<file path="src/rtl/motor_drive_sequencer.sv">
// motor_drive_sequencer
// Arms, soft-start ramps, runs and stops the wall-follower drive path.
// Gates the PID controller and supplies the shared base duty to the duty adders.
// All timing is counted in tick_en periods.
// Optional feature: define SEQ_WATCHDOG_EN to add a RUN-state feedback watchdog.
//
// Handshake note: there is no valid/ready pairing here. start_pulse, tick_en and
// fb_valid are single-cycle pulses sampled on every clk edge; stop_sw and
// bump_hit are levels. Every output is a flop and updates on the edge after the
// inputs that caused it.
module motor_drive_sequencer #(
    parameter int PWM_RESOLUTION = 17,
    parameter int BASE_DUTY      = 32768,
    parameter int RAMP_STEP      = 2048,
    parameter int ARM_TICKS      = 16,
    parameter int HOLDOFF_TICKS  = 32,
    parameter int WDOG_TICKS     = 8,
    parameter int TICK_CNT_WIDTH = 8
) (
    input  logic                      clk,
    input  logic                      reset,
    input  logic                      tick_en,
    input  logic                      start_pulse,
    input  logic                      stop_sw,
    input  logic                      bump_hit,
    input  logic                      fb_valid,
    output logic                      motor_en,
    output logic [PWM_RESOLUTION-1:0] base_duty,
    output logic                      pid_en,
    output logic                      pid_clr,
    output logic                      fault,
    output logic [2:0]                state_out
);

    typedef enum logic [2:0] {
        S_IDLE = 3'd0,
        S_ARM  = 3'd1,
        S_RAMP = 3'd2,
        S_RUN  = 3'd3,
        S_HALT = 3'd4
    } state_t;

    // Ramp arithmetic is one bit wider than base_duty so the sum cannot wrap.
    localparam logic [PWM_RESOLUTION:0]   STEP_X    = (PWM_RESOLUTION+1)'(RAMP_STEP);
    localparam logic [PWM_RESOLUTION:0]   BASE_X    = (PWM_RESOLUTION+1)'(BASE_DUTY);
    localparam logic [PWM_RESOLUTION-1:0] BASE_D    = PWM_RESOLUTION'(BASE_DUTY);
    localparam logic [TICK_CNT_WIDTH-1:0] ARM_LAST  = TICK_CNT_WIDTH'(ARM_TICKS - 1);
    localparam logic [TICK_CNT_WIDTH-1:0] HOLD_LAST = TICK_CNT_WIDTH'(HOLDOFF_TICKS - 1);
`ifdef SEQ_WATCHDOG_EN
    localparam logic [TICK_CNT_WIDTH-1:0] WDOG_LAST = TICK_CNT_WIDTH'(WDOG_TICKS - 1);
`else
    localparam int unused_wdog_ticks = WDOG_TICKS;
    logic unused_fb_valid;
    assign unused_fb_valid = fb_valid;
`endif

    state_t                    state, state_d;
    logic [TICK_CNT_WIDTH-1:0] cnt, cnt_d, cnt_inc;
    logic [PWM_RESOLUTION-1:0] duty_d;
    logic [PWM_RESOLUTION:0]   ramp_sum;
    logic                      fault_d;

    // Next-state, next counter, next duty and next fault, in priority order.
    always_comb begin
        state_d  = state;
        cnt_d    = cnt;
        duty_d   = base_duty;
        fault_d  = fault;
        ramp_sum = {1'b0, base_duty} + STEP_X;
        cnt_inc  = (cnt == '1) ? cnt : cnt + 1'b1;

        if (stop_sw) begin
            state_d = S_IDLE;
        end else if (bump_hit && (state == S_RAMP || state == S_RUN)) begin
            state_d = S_HALT;
            fault_d = 1'b1;
        end else if (start_pulse && (state == S_ARM || state == S_RAMP || state == S_RUN)) begin
            state_d = S_HALT;
        end else begin
            case (state)
                S_IDLE: begin
                    if (start_pulse && !bump_hit) begin
                        state_d = S_ARM;
                        fault_d = 1'b0;
                    end
                end
                S_ARM: begin
                    if (tick_en) begin
                        if (cnt == ARM_LAST) state_d = S_RAMP;
                        else                 cnt_d   = cnt_inc;
                    end
                end
                S_RAMP: begin
                    if (tick_en) begin
                        if (ramp_sum >= BASE_X) begin
                            duty_d  = BASE_D;
                            state_d = S_RUN;
                        end else begin
                            duty_d = ramp_sum[PWM_RESOLUTION-1:0];
                        end
                    end
                end
                S_RUN: begin
                    duty_d = BASE_D;
`ifdef SEQ_WATCHDOG_EN
                    // Fresh feedback clears the watchdog even on a tick.
                    if (fb_valid) begin
                        cnt_d = '0;
                    end else if (tick_en) begin
                        if (cnt == WDOG_LAST) begin
                            state_d = S_HALT;
                            fault_d = 1'b1;
                        end else begin
                            cnt_d = cnt_inc;
                        end
                    end
`endif
                end
                S_HALT: begin
                    if (tick_en) begin
                        if (cnt == HOLD_LAST) state_d = S_IDLE;
                        else                  cnt_d   = cnt_inc;
                    end
                end
                default: state_d = S_IDLE;
            endcase
        end

        // A state change consumes any coincident tick and restarts the count.
        if (state_d != state) cnt_d = '0;
        // Duty is only non-zero while the motors are driven.
        if (state_d != S_RAMP && state_d != S_RUN) duty_d = '0;
    end

    // State, counter and all registered outputs.
    always_ff @(posedge clk) begin
        if (reset) begin
            state     <= S_IDLE;
            cnt       <= '0;
            base_duty <= '0;
            fault     <= 1'b0;
            motor_en  <= 1'b0;
            pid_en    <= 1'b0;
            pid_clr   <= 1'b0;
        end else begin
            state     <= state_d;
            cnt       <= cnt_d;
            base_duty <= duty_d;
            fault     <= fault_d;
            motor_en  <= (state_d == S_RAMP) || (state_d == S_RUN);
            pid_en    <= (state_d == S_RUN);
            pid_clr   <= (state_d == S_RUN) && (state != S_RUN);
        end
    end

    assign state_out = state;

endmodule

</file>
<file path="config.mk">
export PLATFORM = sky130hd
export DESIGN_NAME = motor_drive_sequencer
export DESIGN_NICKNAME = d
export VERILOG_FILES = /design/src/rtl/motor_drive_sequencer.sv
export SDC_FILE = /design/constraint.sdc
export NUM_CORES = 1
export LEC_CHECK = 0
export CORE_MARGIN = 4
export CORE_UTILIZATION = 40
export CTS_CLUSTER_DIAMETER = 120
export CTS_CLUSTER_SIZE = 16
export DETAILED_ROUTE_END_ITERATION = 10
export PLACE_DENSITY_LB_ADDON = 0.08
export SYNTH_ARGS = -nofsm -noshare
export SYNTH_HDL_FRONTEND = slang
export SYNTH_SLANG_ARGS = --single-unit
</file>
<file path="constraint.sdc">
create_clock -name clk -period 1.7 [get_ports clk]
set_input_delay 0.34 -clock clk [delete_from_list [all_inputs] [get_ports clk]]
set_output_delay 0.34 -clock clk [all_outputs]
set_load 0.01 [all_outputs]
</file>
==> impl_metrics.env, run 1 <==
export IMPL_tritoncts="built"
export IMPL_drt_vias_per_instance=5.19
export IMPL_insertion_delay_ps=310
export IMPL_fp_dieW_um=66.5
export IMPL_final_nets=225
export IMPL_ys_warn_count=0
export IMPL_ant_nets=0
export IMPL_place_hpwl_mm=2.73
export IMPL_status="complete, but fails checks"
export IMPL_via_count=1345
export IMPL_rsz0062_at_grt="true"
export IMPL_post_layout_nonfiller_instances=259
export IMPL_p_leak_nw=0.914
export IMPL_cts_hold_buf=0
export IMPL_utilization=0.696
export IMPL_grt_pass1_wl_mm=6.29
export IMPL_setup_violations=12
export IMPL_clk_pin_slew_worst_paths_ps=120
export IMPL_skew_ps=10.3
export IMPL_synthArstFlopShare=0
export IMPL_wl_per_cell_um=14.8
export IMPL_netlist_area_leader_share=0.307
export IMPL_gp_congestion=0.861
export IMPL_violations="negative setup slack"
export IMPL_period_share=1.10
export IMPL_start_util=0.434
export IMPL_netlist_area_um2=1370
export IMPL_wirelength_mm=3.84
export IMPL_cts_sinks=21
export IMPL_cts_buffer_depth=2
export IMPL_cap_violations=0
export IMPL_cts_buffers=3
export IMPL_p_per_area_nw_per_um2=406
export IMPL_drt_iter0_markers=58
export IMPL_critPathLaunchType="flip-flop"
export IMPL_grt_ovfl_total=0
export IMPL_regArea_um2=438
export IMPL_port_buffers=18
export IMPL_period_needed_ps=1870
export IMPL_dp_cells=248
export IMPL_cp_required_ps=1920
export IMPL_synth_cell_types=54
export IMPL_syn_area_per_cell_um2=9.18
export IMPL_worst_slack_ps=-166
export IMPL_firstDrtPassIters=4
export IMPL_drc_errors=0
export IMPL_arrival_ps=2080
export IMPL_grt_max_degree=13
export IMPL_critical_path_class="flip-flop to flip-flop"
export IMPL_syn_inst=149
export IMPL_grt_use_total=0.182
export IMPL_end_kind="flip-flop"
export IMPL_drive_above_1_share=0.498
export IMPL_hold_path_class="flip-flop to flip-flop"
export IMPL_die_h_um=66.5
export IMPL_finalHoldViolCount=0
export IMPL_yosys_top_cells_count="21 x dfxtp_1, 12 x nor2_1, 11 x buf_4"
export IMPL_synthFlopType="dfxtp_1"
export IMPL_grt_pass1_vias=1359
export IMPL_synth_edf_count=0
export IMPL_multi_input_area_um2=1050
export IMPL_synthTopCellsByArea="dfxtp_1 31%, buf_4 6.0%, xnor2_1 4.5%"
export IMPL_core_area_um2=3150
export IMPL_antenna_cells=0
export IMPL_root_buffer="clkbuf_4"
export IMPL_fillCellCount=258
export IMPL_irDropWorstVdd_v=0.000379
export IMPL_slew_viol_final=0
export IMPL_rows=20
export IMPL_io_pins=31
export IMPL_area_growth_pct=60.5
export IMPL_dieArea_um2=4420
export IMPL_post_synth_top_area_cell="dfxtp_1"
export IMPL_antenna_found_initial=0
export IMPL_htreeDepth=1
export IMPL_synth_most_common_cell="dfxtp_1"
export IMPL_crit_fanout=8
export IMPL_max_freq_ghz=0.536
export IMPL_ys_seq_elements=21
export IMPL_ys_seq_area_frac=0.307
## cell usage in the layout (no fill, tap or decap), types with 5 or more instances in the layout
cell / n
dfxtp_2: 5
clkdlybuf4s50_1: 8
buf_4: 47
xnor2_1: 7
dfxtp_1: 13
nor2_2: 10
nand2_1: 6
dlygate4sd2_1: 5
dlymetal6s2s_1: 5
nor2_1: 10
nand3_1: 7
conb_1: 11
## timing repair
action / in CTS / in global routing
resized for setup: 18 / 29
endpoints found under the setup margin: 22 / 24
pin swaps: 6 / 11
buffers inserted: 4 / 4
## kinds of logic after synthesis
kind of cell,Yosys count,share of synthesized area
buffers and inverters,22,0.117
xor gates and xnor gates,8,0.0512
DFF,21,0.307
AOI/OAI and AO/OA,27,0.196
adders and majority gates,2,0.0183
other,1,0.00274
muxes,2,0.0146
and+or+nand+nor,66,0.293
## final timing paths
kind                 startpoint             to  slack, ps  cells past startpoint
hold reg to reg   base_duty[16]  base_duty[16]        460                      2
hold / removal    base_duty[16]  base_duty[16]        460                      2
setup reg to reg         cnt[5]         cnt[6]       -170                      7
setup / recovery         cnt[5]         cnt[6]       -170                      7
## power breakdown
group	switching (W)	internal, W	leakage, nW
Combinational	0.0000804	0.0000754	0.722
Sequential	0.00000323	0.000489	0.174
Clock	0.000155	0.0000879	0.0177
Total	0.000238	0.000653	0.914
## metrics by stage
step	setup TNS [ps]	power, W	cell area, um^2	worst slack [ps]	hold slack [ps]
after floorplan	-126	0.000598	1490	-15.8	409
after global placement	-10060	0.000633	1910	-634	449
after detailed placement	-10620	0.000634	1910	-697	447
after CTS	-1890	0.000897	2050	-182	465
after global routing	-2520	0.000933	2190	-228	504
final	-1380	0.000891	2190	-166	462
## metal layers
layer,global-route usage,up-vias,share of wire
met4,0.0355,0,0.011
met5,0,-,0
met1,0.215,657,0.43
met3,0.0422,7,0.032
li1,-,661,-
met2,0.333,20,0.52
## worst max-delay path, cell delays in order (launching register included)
cell	delay, ps
dfxtp_2	340
or4b_4	590
buf_6	150
o211ai_1	260
a2111oi_4	130
o311ai_4	90
buf_12	170
nor2_2	40
## final cells by class
class / instances / share of cell area
Clock inverter: 1 / 0.00228
Clock buffer: 3 / 0.0103
Inverter: 4 / 0.00684
Multi-Input combinational cell: 116 / 0.481
Tap cell: 44 / 0.0251
Timing Repair Buffer: 70 / 0.275
Sequential cell: 21 / 0.200
## sequential cells by signal, indices dropped and copies added (netlist names)
signal,flops
base_duty,6
cnt,8
fault,1
motor_en,1
pid_clr,1
pid_en,1
state_out,3
Note: power is estimated with default switching activity, not from simulation.
==> run 2: changes to the inputs <==
CORE_ASPECT_RATIO = 2   (was default)
==> impl_metrics.env, run 2 (synthesized netlist as in run 1, its figures left out) <==
export IMPL_status="complete, but fails checks"
export IMPL_violations="negative setup slack"
export IMPL_final_nets=225
export IMPL_firstDrtPassIters=4
export IMPL_wl_per_cell_um=17.7
export IMPL_insertion_delay_ps=260
export IMPL_pwr_share_clk=0.334
export IMPL_die_h_um=90.7
export IMPL_grt_use_total=0.189
export IMPL_hold_path_class="primary input to flip-flop"
export IMPL_setup_violations=12
export IMPL_core_area_um2=3230
export IMPL_fillCellCount=262
export IMPL_critPathLaunchType="flip-flop"
export IMPL_tritoncts="built"
export IMPL_max_freq_ghz=0.523
export IMPL_area_growth_pct=62.7
export IMPL_grt_pass1_wl_mm=6.55
export IMPL_period_share=1.12
export IMPL_wirelength_mm=4.35
export IMPL_p_per_area_nw_per_um2=443
export IMPL_clk_pin_slew_worst_paths_ps=80
export IMPL_antenna_cells=0
export IMPL_cts_sinks=21
export IMPL_placed_area_um2=1860
export IMPL_crit_fanout=8
export IMPL_ant_nets=0
export IMPL_seqPwrFrac=0.498
export IMPL_regMostFlops="cnt"
export IMPL_drt_iter0_markers=37
export IMPL_p_leak_nw=0.878
export IMPL_antenna_found_initial=0
export IMPL_layout_common_cells="41 x buf_4, 13 x dfxtp_1, 12 x clkdlybuf4s50_1, 11 x conb_1, 10 x nor2_1"
export IMPL_dieArea_um2=4480
export IMPL_skew_ps=3.97
export IMPL_comb_power_share=0.168
export IMPL_critical_path_class="flip-flop to flip-flop"
export IMPL_p_sw_w=0.000254
export IMPL_cts_buffers=3
export IMPL_place_hpwl_mm=3.10
export IMPL_drt_vias_per_instance=5.50
export IMPL_irDropWorstVdd_v=0.000468
export IMPL_cp_required_ps=1850
export IMPL_rows=29
export IMPL_drc_errors=0
export IMPL_grt_ovfl_total=0
export IMPL_via_count=1353
export IMPL_rsz0062_at_grt="true"
export IMPL_largest_reg_flops=8
export IMPL_period_needed_ps=1910
export IMPL_worst_slack_ps=-211
export IMPL_final_area_um2=2220
export IMPL_gp_congestion=0.779
export IMPL_cap_violations=0
export IMPL_fp_dieW_um=49.3
export IMPL_drive_above_1_share=0.512
export IMPL_layout_commonest_cell="buf_4"
export IMPL_arrival_ps=2060
export IMPL_htreeDepth=1
export IMPL_io_pins=31
export IMPL_slew_viol_final=0
export IMPL_grt_max_degree=13
export IMPL_grt_pass1_vias=1409
export IMPL_swShare=0.258
export IMPL_p_int_w=0.000731
export IMPL_root_buffer="clkbuf_8"
export IMPL_port_buffers=18
export IMPL_finalHoldViolCount=0
export IMPL_place_ws_ps=-614
export IMPL_end_kind="flip-flop"
export IMPL_start_util=0.423
export IMPL_cts_buffer_depth=2
## run 2: power groups by stage
stage	Clock, W	Sequential, W	Combinational, W
3_3_place_gp	0	0.000507	0.000126
3_5_place_dp	0	0.000507	0.000127
5_1_grt	0.000357	0.000491	0.000175
4_1_cts	0.000333	0.000492	0.000151
6_report	0.000329	0.000491	0.000165
2_1_floorplan	0	0.000507	0.0000912
## run 2: area by class of cell
class	instances	area, um^2	share of cell area
Multi-Input combinational cell	116	1070	0.483
Timing Repair Buffer	70	612	0.275
Sequential cell	21	438	0.197
Clock buffer	3	41.3	0.0186
Tap cell	31	38.8	0.0174
Inverter	4	15.0	0.00675
Clock inverter	1	5.00	0.00225
## run 2: what timing repair did
action / CTS / global route
gates cloned: 0 / 2
resized for setup: 19 / 41
setup endpoints to repair: 20 / 20
hold buffers: 0 / 0
pin swaps: 8 / 18
endpoints found under the hold margin: 0 / 0
setup buffers: 6 / 5
## run 2: path summary, 6_finish.rpt
path | start | end | slack [ps] | depth (start not counted)
max | cnt[5] | cnt[4] | -210 | 8
min | bump_hit | fault | 480 | 3
max reg2reg | cnt[5] | cnt[4] | -210 | 8
min reg2reg | base_duty[16] | base_duty[16] | 490 | 2
## run 2: per-layer routing
layer  wire, um  up-vias  part of all wire  global-route usage
met1       1320      651              0.30               0.162
met4        245        0             0.056              0.0831
met3         87       19             0.020              0.0231
met2       2690       25              0.62               0.397
li1           -      658                 -                   -
met5          0        -                 0                   0
## run 2: worst max-delay path, cell delays in order, from the launching register on
cell and delay (ps):
dfxtp_4 350, or4b_4 530, buf_6 160, buf_6 110, o41ai_4 260, a2111oi_4 70
o311ai_4 100, buf_12 180, nor2_2 40
## run 2: stage by stage
step,hold WS [ps],util,setup TNS (ps),instances,power (W)
floorplan,409,-,-126,159,0.000598
global placement,467,0.576,-9680,230,0.000633
detailed placement,471,0.576,-9990,230,0.000635
CTS,487,0.630,-2260,240,0.000977
global route,487,0.689,-3280,246,0.00102
finish,479,0.689,-1700,246,0.000985
==> run 3: changes to the inputs <==
PLACE_DENSITY_LB_ADDON = 0.05   (was 0.08)
SKIP_LAST_GASP = 1   (was default)
==> impl_metrics.env, run 3 (synthesized netlist as in run 1, its figures left out) <==
export IMPL_status="complete, but fails checks"
export IMPL_violations="negative setup slack"
export IMPL_crit_slowest_cell="or4b_4"
export IMPL_dp_cells=228
export IMPL_firstDrtPassIters=4
export IMPL_place_hpwl_mm=3.18
export IMPL_area_growth_pct=51.9
export IMPL_hold_path_class="flip-flop to flip-flop"
export IMPL_dieArea_um2=4480
export IMPL_regMostFlops="cnt"
export IMPL_path_delay_family="compound AO/OA/AOI/OAI gates"
export IMPL_skew_ps=2.83
export IMPL_placed_area_um2=1850
export IMPL_p_leak_nw=0.790
export IMPL_fp_dieW_um=49.3
export IMPL_cts_hold_buf=0
export IMPL_grt_pass1_wl_mm=6.64
export IMPL_rows=29
export IMPL_cp_cell_sequence="or4b_4 > buf_6 > o211ai_1 > a2111oi_4 > o311ai_4 > buf_6 > nor2_2"
export IMPL_irDropWorstVdd_v=0.000391
export IMPL_crit_fanout=5
export IMPL_port_buffers=18
export IMPL_period_share=1.13
export IMPL_root_buffer="clkbuf_8"
export IMPL_setup_violations=11
export IMPL_hold_depth=2
export IMPL_cp_required_ps=1860
export IMPL_grt_use_total=0.191
export IMPL_cts_sinks=21
export IMPL_arrival_ps=2090
export IMPL_wl_per_cell_um=17.1
export IMPL_start_util=0.423
export IMPL_grt_pass1_vias=1434
export IMPL_drive_above_1_share=0.452
export IMPL_final_nets=218
export IMPL_crit_cells=7
export IMPL_critPathLaunchType="flip-flop"
export IMPL_die_h_um=90.7
export IMPL_critical_path_class="flip-flop to flip-flop"
export IMPL_fillCellCount=297
export IMPL_grt_ovfl_total=0
export IMPL_rsz0062_at_grt="true"
export IMPL_cap_violations=0
export IMPL_max_freq_ghz=0.519
export IMPL_p_per_area_nw_per_um2=473
export IMPL_multi_input_area_um2=1010
export IMPL_worst_slack_ps=-226
export IMPL_io_pins=31
export IMPL_cpPeakStageDelay_ps=520
export IMPL_whs_ps=498
export IMPL_crit_buf_inv=2
export IMPL_via_count=1310
export IMPL_end_kind="flip-flop"
export IMPL_slew_viol_final=0
export IMPL_crit_path_frequent_cell="buf_6"
export IMPL_finalHoldViolCount=0
export IMPL_cts_buffer_depth=2
export IMPL_reg2regPathDepth=7
export IMPL_grt_max_degree=12
export IMPL_insertion_delay_ps=260
export IMPL_antenna_cells=0
export IMPL_antenna_found_initial=0
export IMPL_largest_reg_flops=8
export IMPL_wirelength_mm=4.09
export IMPL_layout_common_cells="40 x buf_4, 14 x clkdlybuf4s50_1, 13 x dfxtp_1, 11 x nor2_1, 11 x conb_1"
export IMPL_drt_iter0_markers=17
export IMPL_final_area_um2=2080
export IMPL_gp_congestion=0.805
export IMPL_htreeDepth=1
export IMPL_core_area_um2=3230
export IMPL_tritoncts="built"
export IMPL_layout_commonest_cell="buf_4"
export IMPL_clk_pin_slew_worst_paths_ps=80
export IMPL_drt_vias_per_instance=5.48
export IMPL_drc_errors=0
export IMPL_regArea_um2=438
export IMPL_post_layout_nonfiller_instances=239
export IMPL_cts_buffers=3
export IMPL_ant_nets=0
export IMPL_period_needed_ps=1930
run 3: changes by cell type in the layout (fill, tap and decap cells not counted), sizes merged:
cell / before / now
buf: 52 / 45
clkdlybuf4s50: 12 / 14
dlymetal6s2s: 2 / 0
clkbuf: 4 / 5
clkdlybuf4s15: 1 / 0
clkinv: 1 / 0
dlygate4sd2: 2 / 3
run 3: what timing repair did:
| item | in CTS | in global routing |
|---|---|---|
| gates resized for setup | 17 | 19 |
| buffers inserted | 5 | 2 |
| setup endpoints to repair | 18 | 18 |
| pin swaps | 5 | 6 |
run 3: layout make-up:
class                   instances  area share
flip-flops and latches         21       0.211
inverters                       4     0.00723
repair buffers                 63       0.254
clock buffers                   4      0.0217
well taps                      31      0.0187
multi-input cells             116       0.487
run 3: per-layer routing:
metal / track usage / routed length [um] / up-vias
met4: 0.0903 / 131 / 0
li1: - / - / 644
met3: 0.0231 / 55 / 11
met1: 0.161 / 1230 / 638
met5: 0 / 0 / -
met2: 0.400 / 2680 / 17
run 3: worst reg2reg max path: stages, from the launching register on:
cell       delay [ps]
dfxtp_4           360
or4b_4            520
buf_6             160
o211ai_1          330
a2111oi_4         140
o311ai_4          110
buf_6             170
nor2_2             30
run 3: final timing paths:
check	startpoint	slack, ps	end
setup / recovery	cnt[5]	-230	cnt[6]
hold / removal	base_duty[16]	500	base_duty[16]
setup reg to reg	cnt[5]	-230	cnt[6]
hold reg to reg	base_duty[16]	500	base_duty[16]
run 3: report_power, final:
part	total, W	switching (W)	internal (W)
clock network	0.000341	0.000174	0.000167
registers	0.000492	0.00000297	0.000489
logic	0.000150	0.0000795	0.0000710
total	0.000983	0.000256	0.000727
run 3: through the flow:
stage / worst slack [ps] / total power [W] / utilization / TNS [ps]
2_1_floorplan: -15.8 / 0.000598 / - / -126
3_3_place_gp: -590 / 0.000632 / 0.571 / -8870
3_5_place_dp: -641 / 0.000633 / 0.571 / -9460
4_1_cts: -199 / 0.000979 / 0.618 / -1610
5_1_grt: -232 / 0.00102 / 0.643 / -1980
6_report: -226 / 0.000983 / 0.643 / -1820
